$ cat config.mk
export PLATFORM = sky130hd
export DESIGN_NAME = jleugeri_qubo_demon_core
export DESIGN_NICKNAME = d
export VERILOG_FILES = /design/src/rtl/jleugeri_qubo_demon_core.sv
export SDC_FILE = /design/constraint.sdc
export NUM_CORES = 1
export LEC_CHECK = 0
export CORE_MARGIN = 2
export CORE_UTILIZATION = 55
export DETAILED_ROUTE_END_ITERATION = 7
export GPL_ROUTABILITY_DRIVEN = 0
export PLACE_DENSITY_LB_ADDON = 0.12
export SYNTH_ARGS = -nofsm -noshare
export SYNTH_HDL_FRONTEND = slang
export SYNTH_SLANG_ARGS = --single-unit
$ cat constraint.sdc
create_clock -name i_clk -period 14.9 [get_ports i_clk]
set_input_delay 2.235 -clock i_clk [delete_from_list [all_inputs] [get_ports i_clk]]
set_output_delay 2.235 -clock i_clk [all_outputs]
set_load 0.02 [all_outputs]
$ cat src/rtl/jleugeri_qubo_demon_core.sv
// Creutz-demon local search over N_VARS binary variables against an upper-triangular QUBO matrix.
// Each flip attempt takes N_VARS accumulate cycles plus one decide cycle; the best state seen is tracked.
module jleugeri_qubo_demon_core #(
  parameter int N_VARS    = 8,
  parameter int W_BITS    = 4,
  parameter int E_BITS    = 12,
  parameter int D_BITS    = 8,
  parameter int MAX_STEPS = 10_000_000
) (
  input  logic                      i_clk,
  input  logic                      i_rst_n,
  input  logic                      i_cfg_we,
  input  logic [$clog2(N_VARS)-1:0] i_cfg_row,
  input  logic [$clog2(N_VARS)-1:0] i_cfg_col,
  input  logic signed [W_BITS-1:0]  i_cfg_wdata,
  input  logic                      i_start,
  input  logic                      i_abort,
  input  logic [D_BITS-1:0]         i_demon_init,
  output logic                      o_busy,
  output logic                      o_done,
  output logic [N_VARS-1:0]         o_x_out,
  output logic signed [E_BITS-1:0]  o_energy_out,
  output logic [D_BITS-1:0]         o_demon_out,
  output logic [N_VARS-1:0]         o_best_x,
  output logic signed [E_BITS-1:0]  o_best_energy
);

  localparam int IW = $clog2(N_VARS);
  localparam int FW = W_BITS + IW + 1;
  localparam int CW = ((FW > D_BITS) ? FW : D_BITS) + 2;
  localparam int SW = $clog2(MAX_STEPS + 1);

  typedef enum logic [1:0] {S_IDLE, S_ACCUM, S_DECIDE} state_t;

  state_t                    r_state;
  state_t                    w_next;
  logic signed [W_BITS-1:0]  r_q [N_VARS][N_VARS];
  logic [N_VARS-1:0]         r_x;
  logic [N_VARS-1:0]         r_best_x;
  logic signed [E_BITS-1:0]  r_e;
  logic signed [E_BITS-1:0]  r_best_e;
  logic [D_BITS-1:0]         r_demon;
  logic [SW-1:0]             r_step;
  logic [IW-1:0]             r_k;
  logic [IW-1:0]             r_j;
  logic signed [FW-1:0]      r_field;
  logic                      r_done;

  logic [IW-1:0]             w_lo;
  logic [IW-1:0]             w_hi;
  logic signed [W_BITS-1:0]  w_qkj;
  logic signed [FW-1:0]      w_term;
  logic signed [FW-1:0]      w_de;
  logic signed [CW-1:0]      w_de_c;
  logic signed [CW-1:0]      w_demon_c;
  logic signed [CW-1:0]      w_dnew;
  logic [D_BITS-1:0]         w_dsat;
  logic signed [E_BITS-1:0]  w_enew;
  logic [N_VARS-1:0]         w_xnew;
  logic                      w_accept;
  logic                      w_better;
  logic                      w_last;

  // Only the upper triangle is ever written, so reading at (min,max) covers both orderings.
  assign w_lo   = (r_k < r_j) ? r_k : r_j;
  assign w_hi   = (r_k < r_j) ? r_j : r_k;
  assign w_qkj  = r_q[w_lo][w_hi];
  assign w_term = ((r_j == r_k) || r_x[r_j]) ? FW'(w_qkj) : '0;

  assign w_de      = r_x[r_k] ? -r_field : r_field;
  assign w_de_c    = CW'(w_de);
  assign w_demon_c = CW'(r_demon);
  assign w_accept  = (w_de_c <= w_demon_c);
  // On accept the new demon is non-negative, so any upper bit set means it exceeds the D_BITS range.
  assign w_dnew    = w_demon_c - w_de_c;
  assign w_dsat    = (|w_dnew[CW-1:D_BITS]) ? '1 : w_dnew[D_BITS-1:0];
  assign w_enew    = r_e + E_BITS'(w_de);
  assign w_xnew    = r_x ^ (N_VARS'(1) << r_k);
  assign w_better  = (w_enew < r_best_e);
  assign w_last    = (r_step == SW'(MAX_STEPS - 1));

  always_ff @(posedge i_clk or negedge i_rst_n) begin
    if (!i_rst_n) r_state <= S_IDLE;
    else          r_state <= w_next;
  end

  always_comb begin
    w_next = r_state;
    case (r_state)
      S_IDLE:   if (i_start) w_next = S_ACCUM;
      S_ACCUM:  begin
        if (i_abort)                        w_next = S_IDLE;
        else if (r_j == IW'(N_VARS - 1))    w_next = S_DECIDE;
      end
      S_DECIDE: begin
        if (i_abort || w_last) w_next = S_IDLE;
        else                   w_next = S_ACCUM;
      end
      default:  w_next = S_IDLE;
    endcase
  end

  always_ff @(posedge i_clk or negedge i_rst_n) begin
    if (!i_rst_n) begin
      for (int i = 0; i < N_VARS; i++)
        for (int j = 0; j < N_VARS; j++)
          r_q[i][j] <= '0;
      r_x      <= '0;
      r_best_x <= '0;
      r_e      <= '0;
      r_best_e <= '0;
      r_demon  <= '0;
      r_step   <= '0;
      r_k      <= '0;
      r_j      <= '0;
      r_field  <= '0;
      r_done   <= 1'b0;
    end else begin
      r_done <= 1'b0;
      if (i_cfg_we && (r_state == S_IDLE) && (i_cfg_row <= i_cfg_col))
        r_q[i_cfg_row][i_cfg_col] <= i_cfg_wdata;
      case (r_state)
        S_IDLE: begin
          if (i_start) begin
            r_x      <= '0;
            r_e      <= '0;
            r_demon  <= i_demon_init;
            r_best_x <= '0;
            r_best_e <= '0;
            r_step   <= '0;
            r_k      <= '0;
            r_j      <= '0;
            r_field  <= '0;
          end
        end
        S_ACCUM: begin
          if (!i_abort) begin
            r_field <= r_field + w_term;
            r_j     <= r_j + IW'(1);
          end
        end
        S_DECIDE: begin
          if (!i_abort) begin
            if (w_accept) begin
              r_x     <= w_xnew;
              r_e     <= w_enew;
              r_demon <= w_dsat;
              if (w_better) begin
                r_best_x <= w_xnew;
                r_best_e <= w_enew;
              end
            end
            r_k     <= r_k + IW'(1);
            r_step  <= r_step + SW'(1);
            r_field <= '0;
            r_done  <= w_last;
          end
        end
        default: ;
      endcase
    end
  end

  assign o_busy        = (r_state != S_IDLE);
  assign o_done        = r_done;
  assign o_x_out       = r_x;
  assign o_energy_out  = r_e;
  assign o_demon_out   = r_demon;
  assign o_best_x      = r_best_x;
  assign o_best_energy = r_best_e;

endmodule
---- Word level (Yosys, flattened, before mapping) ----
Cells that the tools add are included.
Widths: inputs -> output; s select.
storage, ports and cells
  logic and storage cells ................. 187
  bits in registers ....................... 345
  input bits .............................. 23
cells by class
  $lt $le $gt $ge ......................... 12
  multiplexer cells ....................... 58
  bitwise logic cells ..................... 5
  equal/unequal tests ..................... 11
  add/sub/neg operators ................... 7
  reduce and logical (&&, ||, !) cells .... 18
  shift operators ......................... 1
operators by type and width
  kind                   number
  $bwmux 256             1
  $mux 8                 14
  $bmux 32 s3            1
  $demux 32 s3           1
  $mux 32                3
  $mux 12                6
  $mux 24                2
  $pmux 12 s2            2
  $pmux 24 s2            1
  $pmux 8 s2             3
  $add 24x1->24 const B  1
  $eq 24x24->1 const B   1
  $pmux 8 s3             1
  $ge 4x4->1 const B     4
  $not 3->4              4
  $mux 3                 5
  $add 12x8->12          1
  $bmux 4 s3             1
  $demux 4 s3            1
  $lt 12x12->1           1
  $mux 4                 3
  $pmux 3 s2             2
  $ne 2x2->1 const B     5
  $sub 9x8->10           1
  29 further kinds       47

---- Logic depth before layout (Yosys ltp) ----
Gate-level depths: netlist of the first run.
  word-level depth ........................ 13
  gate-level depth with buffers ........... 25
  gate-level depth less buffers ........... 22

---- Worst setup path after synthesis of the first run ----
No wires, ideal clock.
  kind .................................... register to register
  start point ............................. reg r_x[3] (netlist: o_x_out[3])
  end point ............................... reg r_best_x[2] (netlist: o_best_x[2])
  path slack .............................. 9.778 ns
  required time ........................... 14.775 ns
  setup time .............................. 0.125 ns
  cell stages (with the launch flop) ...... 21
  arrival ................................. 4.998 ns
  cells stage by stage .................... dfrtp_1 > mux4_2 > mux2i_1 > mux2_2 > inv_1 > fa_1 > nor2b_1 > o21ai_0 > nand2b_1 > a21o_1 > a21o_1 > a31oi_1 > o21ai_0 > xnor2_1 > inv_1 > ha_1 > a211o_1 > a2111o_1 > a31oi_1 > buf_2 > mux2_2
between the ends
  cells in the longest elaborated chain, start to end .. 7
  elaborated cells on any way between the ends .. 9
  classes of those cells .................. 1 x add/sub; 2 x order compare; 2 x eq/ne; 3 x mux; 1 x reduce/logical
RTL lines
  what                                 RTL line  text
  from (decl)                          38        logic [N_VARS-1:0] r_x;
  from (signal assigned)               145       r_x <= w_xnew;
  $bmux 1 s3 *                         70        assign w_de = r_x[r_k] ? -r_field : r_field;
  $mux 1 (not written as such) *       70
  $mux 8 *                             70
  $add 12x8->12                        77        assign w_enew = r_e + E_BITS'(w_de);
  $lt 12x12->1                         79        assign w_better = (w_enew < r_best_e);
  $ne 2x2->1 (no source line)          -
  $reduce_and 5->1 (no source line) *  -
  to (signal assigned)                 149       r_best_x <= w_xnew;
  to (decl)                            39        logic [N_VARS-1:0] r_best_x;
Mark *: on every way between the ends. The rest lies on a longest branch, timed or not. The select of a mux whose other input is x is not followed.
A chain may end at the register's enable or synchronous reset.

---- Final worst setup path of the first run ----
  start point ............................. reg r_k[0]
  end point ............................... reg r_field[7]
between the ends
  cells in the longest elaborated chain, start to end .. 13
  elaborated cells on any way between the ends .. 17
  classes of those cells .................. 1 x add/sub; 1 x order compare; 1 x eq/ne; 11 x mux; 2 x bitwise; 1 x reduce/logical
RTL lines
  what                                         RTL line  text
  from (decl)                                  44        logic [IW-1:0] r_k;
  from (signal assigned)                       153       r_k <= r_k + IW'(1);
  $lt 3x3->1                                   65, 66
  $mux 3                                       65        assign w_lo = (r_k < r_j) ? r_k : r_j;
  $not 3->4 (not written as such)              67        assign w_qkj = r_q[w_lo][w_hi];
  $bmux 32 s3                                  67
  $mux 32 (not written as such) (2 in series)  67
  $bmux 4 s3                                   67
  $mux 4 (not written as such) (2 in series)   67
  $mux 8 *                                     68        assign w_term = ((r_j == r_k) || r_x[r_j]) ? FW'(w_qkj) : '0;
  $add 8x8->8 *                                138       r_field <= r_field + w_term;
  $mux 8 *                                     137       if (!i_abort) begin
  $pmux 8 s3 *                                 122       case (r_state)
  to (signal assigned)                         138
  to (decl)                                    46        logic signed [FW-1:0] r_field;
Marked as above.

==> results of run 1 <==
[per-layer routing]
metal  vias to the layer above  GRT usage (%)
met1                      6964           35.8
li1                       6279              -
met3                       102           3.98
met5                         -              0
met4                         0           10.4
met2                       361           46.9
[critical path, cell delays in order (launching register included)]
cell	delay, ns
dfrtp_1	0.74
inv_1	0.27
ha_1	0.31
or3b_4	0.45
nand3_4	0.24
mux2i_4	0.70
buf_4	0.86
nand2_1	0.16
and3_1	0.21
a311oi_1	0.44
a311oi_1	0.11
a21oi_1	0.16
a21oi_1	0.08
o22ai_1	0.32
ha_1	0.30
a21o_1	0.16
a21oi_1	0.21
o21bai_1	0.09
a21oi_1	0.22
o21bai_1	0.09
a21oi_1	0.17
xor2_1	0.18
a21oi_1	0.09
mux2i_1	0.17
[metrics by stage]
stage | instance area (sq um) | std cells | setup slack (ns) | hold slack, ns | utilization (%)
2_1_floorplan | 18500 | 1762 | 9.78 | 0.470 | -
3_3_place_gp | 19500 | 2202 | 8.31 | 0.482 | 58.6
3_5_place_dp | 19500 | 2202 | 8.15 | 0.491 | 58.6
4_1_cts | 20800 | 2268 | 8.09 | 0.494 | 62.4
5_1_grt | 20800 | 2268 | 7.59 | 0.510 | 62.4
6_report | 20800 | 2268 | 8.07 | 0.488 | 62.4
[cell usage in the layout, fill, tap and decap left out, types with 39 or more instances in the layout]
| cell | n |
|---|---|
| a311oi_1 | 39 |
| dfrtp_1 | 345 |
| o21ai_0 | 47 |
| a21oi_1 | 43 |
| nand3_1 | 70 |
| clkbuf_16 | 40 |
| nand2_1 | 295 |
| inv_1 | 55 |
| clkdlybuf4s50_1 | 67 |
| mux2_2 | 279 |
| ha_1 | 58 |
| nor2_1 | 106 |
[state kept, by name, summed over array words and instances, names as in the netlist]
register	count
o_best_x	8
o_demon_out	8
o_done	1
r_field	8
o_energy_out	12
o_best_energy	12
r_state	2
r_q	256
o_x_out	8
r_k	3
r_step	24
r_j	3
[cell usage after synthesis, drive strengths merged (18+ instances only)]
master  count
mux2i      26
a311oi     39
nor2      107
a21oi      43
ha         58
xnor2      30
clkbuf     70
xor2       26
nor3       18
a31oi      20
nand2     295
nand3      71
and3       32
o21ai      48
dfrtp     345
buf        30
inv        55
mux2      280
[power groups by stage]
stage / clock [W] / sequential (W) / combinational [W]
final: 0.000947 / 0.00107 / 0.000825
after global routing: 0.00100 / 0.00108 / 0.000906
after CTS: 0.000969 / 0.00107 / 0.000824
after detailed placement: 0 / 0.00109 / 0.000820
after global placement: 0 / 0.00109 / 0.000803
after floorplan: 0 / 0.00107 / 0.000590
[layout make-up]
class / instances / area [sq um]
fill: 2756 / 12500
multi-input combinational: 1261 / 9240
sequential: 345 / 8630
clock buffer: 58 / 1150
timing repair buffer: 92 / 856
tap: 448 / 561
inverter: 56 / 210
clock inverter: 8 / 105
[cell families after synthesis]
group | Yosys count | share of synthesized area [%]
buf+inv | 156 | 3.38
fa+ha+maj | 61 | 4.26
simple gates | 591 | 14.4
flops | 345 | 46.8
compound gates | 237 | 8.72
mux | 316 | 19.8
xor+xnor | 56 | 2.66
[worst paths after layout]
check                             endpoint  depth (start not counted)  slack (ns)        from
hold / removal                  r_field[7]                          1        0.49  r_field[7]
max in group asynchronous         r_q[243]                          3       10.81     i_rst_n
hold reg to reg                 r_field[7]                          1        0.49  r_field[7]
setup reg to reg                r_field[7]                         23        8.07      r_k[0]
min in group asynchronous  o_energy_out[7]                          1        1.71     i_rst_n
setup / recovery                r_field[7]                         23        8.07      r_k[0]
==> flow_metrics.tcl, run 1 <==
set metrics [dict create \
    status "completed" \
    arrival_ns 7.29 \
    worstPathRequired_ns 15.36 \
    postSynth.asyncResetShare_pct 100 \
    cts_made_buffers 39 \
    route.vias.total 13706 \
    cp-end-kind "flop" \
    holdBufCountCts 0 \
    htree_levels 2 \
    synth_edf_count 0 \
    die_height_um 187 \
    drive_above_1_share_pct 21.3 \
    seqPwrFrac_pct 37.7 \
    core_area_sq_mm 0.0333 \
    drt_pass1_iterations 5 \
    ys.warnings.count 0 \
    cp_max_fo 80 \
    antenna_left 0 \
    grt_first_pass_wirelength_um 76600 \
    wl_met1_um 20200 \
    cts_root_buffer "clkbuf_16" \
    hpwl_um 32100 \
    hp-class "reg2reg" \
    finalClockSkew_ns 0.0242 \
    rsz0062_at_grt "false" \
    worstSetupStartpointType "flop" \
    avgSynthCellArea_sq_um 10.5 \
    min_period_ns 6.83 \
    ys.flop_type "dfrtp_1" \
    ctsResizeCount 0 \
    die-width_um 187 \
    postCtsSetupRepairBufs 0 \
    power_switching_w 0.000940 \
    yosysSeqAreaShare_pct 46.8 \
    met2_wirelength_um 23600 \
    tightest_slew_ns 1.19 \
    synth_top_area_cell "dfrtp_1" \
    cts.clk_slew.worst_paths_ns 0.06 \
    postRouteWirelength_um 47500 \
    tns_ns 0 \
    diodes 0 \
    drv_cap 0 \
    setup_violations 0 \
    syn_inst 1762 \
    power_w 0.00285 \
    path_class "reg2reg" \
    top_layer "met4" \
    clkLatencyLatePin_ns 0.55 \
    power.internal_w 0.00191 \
    p_comb_share_pct 29.0 \
    floorplan.initialDensity_pct 55.4 \
    grt.overflow.total 0 \
    drt_iter0_drc 982 \
    hold_violations 0 \
    io_pins 73 \
    cts.sinks 345 \
    peakVddDrop_mv 0.101 \
    port_buffers 72 \
    cts_tree "built" \
    antenna_found_initial 0 \
    syn-num-nets 1846 \
    dieArea_sq_mm 0.0350 \
    wl_per_cell_um 21.0 \
    swShare_pct 33.0 \
    area_growth_pct 12.5 \
    synth_area_leaders "dfrtp_1, mux2_2, nand2_1" \
    powerDensity_mw_per_mm2 137 \
    ys_ff_latch 345 \
    rows 67 \
    grt.total_usage_pct 27.6 \
    synth_top_area_share_pct 46.8 \
    via_per_inst 6.04 \
    slew_headroom_pct 20.0 \
    cts_buffer_depth 3 \
    drv_slew 0 \
    synth_cell_types 73 \
    layout.nets 1879 \
    grt_max_degree 121 \
    fmax_ghz 0.146 \
    drc 0 \
    wl_met3_um 2220 \
    finalCritPeriodShare_pct 45.9 \
    syn_area_sq_mm 0.0185 \
    total_leakage_power_nw 9.46 \
    clkPwrFrac_pct 33.3 \
    grt_pass1_vias 13709 \
]
No activity file was read; power rests on OpenSTA's default activity.
==> run 2: changes to the inputs <==
- clock period: 14.9 -> 5.75 ns (I/O delays scaled with it)
==> run 2 against run 1 <==
  * Combinational power rose to 2.8 times the previous value
  * Routed wire length up 0.47%
  * Sequential power rose to 2.6 times the previous value
  * Critical endpoint unchanged
==> flow_metrics.tcl, run 2 (synthesis results as in run 1) <==
set metrics [dict create \
    status "completed" \
    rsz0062_at_grt "false" \
    rows 67 \
    p_comb_share_pct 31.1 \
    ff2ff_setup_slack_ns 0.31 \
    core_area_sq_mm 0.0333 \
    die-width_um 187 \
    finalCritPeriodShare_pct 94.6 \
    seqPwrFrac_pct 37.8 \
    floorplan.initialDensity_pct 55.4 \
    die_height_um 187 \
    peakVddDrop_mv 0.236 \
    drc 0 \
    cts.sinks 345 \
    drive_above_1_share_pct 22.7 \
    total_leakage_power_nw 9.59 \
    drv_cap 0 \
    cp_max_fo 12 \
    htree_levels 2 \
    post-route-util_pct 63.0 \
    cp-end-kind "flop" \
    cts_tree "built" \
    powerDensity_mw_per_mm2 349 \
    hp-class "in2async" \
    instances_no_fill 2300 \
    diodes 0 \
    port_buffers 72 \
    min_period_ns 5.44 \
    hpwl_um 32300 \
    power_switching_w 0.00246 \
    drv_slew 0 \
    via_per_inst 5.99 \
    slowest_stage "or3b_4" \
    fmax_ghz 0.184 \
    grt_first_pass_wirelength_um 77600 \
    setup_violations 0 \
    regMostFlops "r_q" \
    drt_pass1_iterations 8 \
    drt_iter0_drc 949 \
    route.vias.total 13778 \
    clkPwrFrac_pct 31.1 \
    worstPathRequired_ns 6.19 \
    largest_reg_flops 256 \
    cts_buffer_depth 3 \
    grt.overflow.total 0 \
    cts_root_buffer "clkbuf_16" \
    antenna_left 0 \
    dieArea_sq_mm 0.0350 \
    stdcell_area_sq_mm 0.0210 \
    antenna_found_initial 0 \
    cts.clk_slew.worst_paths_ns 0.06 \
    crit_path_max_incr_delay_ns 0.45 \
    swShare_pct 33.5 \
    placed_cell_area_sq_mm 0.0198 \
    grt_pass1_vias 14080 \
    top_regs "r_q x256, r_step x24" \
    mostFrequentLayoutCells "dfrtp_1, nand2_1, mux2_2, nor2_1, nand3_1" \
    arrival_ns 5.88 \
    postRouteWirelength_um 47700 \
    r2r_cells 25 \
    path_class "reg2reg" \
    finalClockSkew_ns 0.0133 \
    worstReg2RegStart "r_k[0]" \
    area_growth_pct 13.7 \
    grt.total_usage_pct 27.7 \
    clkLatencyLatePin_ns 0.53 \
    crit_start "r_k[0]" \
    hold_violations 0 \
    worstSetupStartpointType "flop" \
    grt_max_degree 124 \
    wl_per_cell_um 20.8 \
    io_pins 73 \
    dp.cells 2231 \
    final_common_cell "dfrtp_1" \
    hold_ws_ns 0.407 \
    timing.rr.end "r_field[7]" \
    cts_made_buffers 38 \
    tightest_slew_ns 1.22 \
    path_common_cell "a21oi_1" \
    layout.nets 1912 \
    slew_headroom_pct 18.4 \
    power.internal_w 0.00488 \
]
[run 2: stage by stage]
| stage | TNS, ns | worst slack, ns | total power, W |
|---|---|---|---|
| finish | 0 | 0.308 | 0.00733 |
| global route | 0 | 0.0156 | 0.00773 |
| CTS | 0 | 0.135 | 0.00736 |
| detailed placement | -0.0626 | -0.0626 | 0.00505 |
| global placement | 0 | 0.0663 | 0.00500 |
| floorplan | 0 | 0.628 | 0.00431 |
[run 2: cell type report]
cell class                 count  area, sq um
clock buffer                  57         1100
tap                          448          561
timing repair buffer         126         1160
fill                        2754        12300
inverter                      56          210
sequential                   345         8630
clock inverter                 7         41.3
multi-input combinational   1261         9270
[run 2: critical path, delay by kind of cell, from the launching register on]
kind	cells	cell delay (ns)
compound gates	12	2.20
simple gates	4	0.85
flops	1	0.41
fa+ha+maj	2	0.50
buf+inv	4	0.67
xor+xnor	1	0.19
mux	2	0.52
[run 2: per-layer routing]
layer	vias to the layer above	wire length [um]	GRT usage (%)
met5	-	0	0.549
met4	0	1990	11.8
met3	120	2260	3.66
met2	387	23100	46.4
met1	6924	20400	36.4
li1	6347	-	-
[run 2: power by group through the flow]
| stage | clock [W] | combinational [W] | sequential, W |
|---|---|---|---|
| 3_3_place_gp | 0 | 0.00220 | 0.00280 |
| 4_1_cts | 0.00232 | 0.00226 | 0.00277 |
| 6_report | 0.00228 | 0.00228 | 0.00277 |
| 5_1_grt | 0.00243 | 0.00251 | 0.00280 |
| 3_5_place_dp | 0 | 0.00224 | 0.00281 |
| 2_1_floorplan | 0 | 0.00153 | 0.00278 |
[run 2: worst max path at each step]
| stage | end | depth (start not counted) |
|---|---|---|
| floorplan | o_best_x[2] | 20 |
| finish | r_field[7] | 25 |
| global route | o_best_x[0] | 20 |
| CTS | o_best_energy[1] | 20 |
| detailed placement | r_field[7] | 24 |
| global placement | r_field[7] | 24 |
[run 2: what timing repair did]
item | 4_1_cts | 5_1_grt
hold buffers | 0 | 0
buffers inserted | 4 | 1
gates resized for setup | 0 | 5
endpoints found under the setup margin | 1 | 21
==> run 3: changes to the inputs <==
- CORE_UTILIZATION: 55 -> 56
- SKIP_CTS_REPAIR_TIMING: unset -> 1
- TNS_END_PERCENT: unset -> 5
==> run 3 against run 2 <==
  * Die area shrank 1.7%
  * Global-route usage hardly changed
  * Flip-flop and latch count did not move
  * Combinational power barely moved
  * Via count grew 0.52%
  * First-iteration DRC count increased by 11%
  * Clock power rose by 14%
  * Clock-buffer cell count unchanged
  * Sequential share of layout area decreased by 0.33 points
  * Fmax increased by 1.1%
  * Largest cell class unchanged
==> flow_metrics.tcl, run 3 (synthesis results as in run 1) <==
set metrics [dict create \
    cts_tree "built" \
    cts_root_buffer "clkbuf_16" \
    finalCritPeriodShare_pct 93.6 \
    min_period_ns 5.38 \
    hp-class "in2async" \
    grt_first_pass_wirelength_um 74700 \
    placed_cell_area_sq_mm 0.0197 \
    rsz0062_at_grt "false" \
    crit_path_max_incr_delay_ns 0.55 \
    port_buffers 72 \
    filler_cell_count 2572 \
    worstSetupStartpointType "flop" \
    rows 66 \
    htree_levels 2 \
    floorplan.initialDensity_pct 56.9 \
    largest_reg_flops 256 \
    drv_cap 0 \
    diodes 0 \
    cp_max_fo 21 \
    clkLatencyLatePin_ns 0.54 \
    final_common_cell "dfrtp_1" \
    antenna_found_initial 0 \
    grt.overflow.total 0 \
    peakVddDrop_mv 0.293 \
    io_pins 73 \
    mostFrequentLayoutCells "dfrtp_1, nand2_1, mux2_2, nor2_1, nand3_1" \
    wl_per_cell_um 20.7 \
    worstPathCellList "inv_1 > ha_1 > or3b_4 > nand3_4 > mux2i_4 > buf_4 > nand2_1 > and3_1 > a311oi_1 > a31oi_1 > a21oi_1 > a21oi_1 > o22ai_2 > ha_1 > a21o_1 > a21oi_1 > o21bai_1 > a21oi_1 > o21bai_1 > a21oi_1 > xor2_1 > a21oi_1 > mux2i_1" \
    powerDensity_mw_per_mm2 361 \
    cts_made_buffers 40 \
    layout.nets 1905 \
    postRouteWirelength_um 47500 \
    hold_violations 0 \
    power_w 0.00763 \
    grt_max_degree 140 \
    grt.total_usage_pct 27.8 \
    die_height_um 186 \
    drive_above_1_share_pct 23.0 \
    grt_pass1_vias 13604 \
    status "completed" \
    regMostFlops "r_q" \
    setup_violations 0 \
    arrival_ns 5.83 \
    fmax_ghz 0.186 \
    area_growth_pct 14.6 \
    stdcell_area_sq_mm 0.0212 \
    drt_iter0_drc 1058 \
    core_area_sq_mm 0.0325 \
    tns_ns 0 \
    cts.sinks 345 \
    via_per_inst 6.04 \
    slew_headroom_pct 20.8 \
    finalClockSkew_ns 0.0159 \
    cts.clk_slew.worst_paths_ns 0.06 \
    drc 0 \
    slowest_stage "a311oi_1" \
    drt_pass1_iterations 5 \
    worstPathRequired_ns 6.20 \
    path_class "reg2reg" \
    total_leakage_power_nw 9.68 \
    cp-end-kind "flop" \
    top_regs "r_q x256, r_step x24" \
    hpwl_um 31800 \
    setup_ws_ns 0.368 \
    drv_slew 0 \
    path_common_cell "a21oi_1" \
    antenna_left 0 \
    tightest_slew_ns 1.19 \
    die-width_um 186 \
    route.vias.total 13850 \
    dieArea_sq_mm 0.0344 \
    cts_buffer_depth 3 \
    pre_cts_slack_ns 0.160 \
]
-- run 3: cell count changes in the layout (fill, tap and decap cells not counted), moves of 3 or more --
cell / previous run / this run
buf_4: 49 / 36
bufinv_16: 0 / 3
clkbuf_1: 12 / 7
clkbuf_16: 39 / 42
clkbuf_8: 6 / 9
clkinv_2: 5 / 9
-- run 3: path summary, 6_finish.rpt --
kind | startpoint | endpoint | slack [ns] | cells after the start
max reg2reg | r_j[2] | r_field[7] | 0.37 | 23
max | r_j[2] | r_field[7] | 0.37 | 23
max in group asynchronous | i_rst_n | r_q[210] | 3.84 | 2
min in group i_clk | r_field[7] | r_field[7] | 0.49 | 1
min reg2reg | r_field[7] | r_field[7] | 0.49 | 1
min | i_rst_n | o_demon_out[7] | 0.38 | 1
-- run 3: layout make-up --
class,instances,area [sq um],area share (%)
Clock inverter,16,169,0.798
Multi-Input combinational cell,1262,9280,43.9
Inverter,56,210,0.994
Sequential cell,345,8630,40.8
Clock buffer,57,1180,5.56
Tap cell,442,553,2.61
Timing Repair Buffer,116,1130,5.35
-- run 3: metrics by stage --
step	hold slack [ns]	std cells	util (%)
after CTS	0.420	2290	64.9
final	0.380	2294	65.2
after floorplan	0.470	1762	-
after detailed placement	0.488	2217	60.8
after global placement	0.481	2217	60.8
after global routing	0.461	2294	65.2
-- run 3: worst max-delay path: cells and delay by family (launching register included) --
kind,cells,cell delay (ns)
AOI/OAI and AO/OA,12,2.20
xor gates and xnor gates,1,0.18
adders and majority gates,2,0.63
buffers and inverters,2,0.41
DFF,1,0.44
muxes,2,0.49
and+or+nand+nor,4,0.96
-- run 3: where the power goes --
| group | switching (W) | leakage [nW] | internal, W |
|---|---|---|---|
| clock network | 0.00102 | 0.670 | 0.00156 |
| registers | 0.000148 | 4.73 | 0.00262 |
| logic | 0.00134 | 4.28 | 0.000931 |
| total | 0.00252 | 9.68 | 0.00511 |
-- run 3: per-layer routing --
layer	up-vias	share of wire [%]	global-route usage, %
li1	6361	-	-
met1	7021	43	36.7
met2	366	49	46.4
met3	102	4.2	3.54
met4	0	3.9	11.5
met5	-	0	0
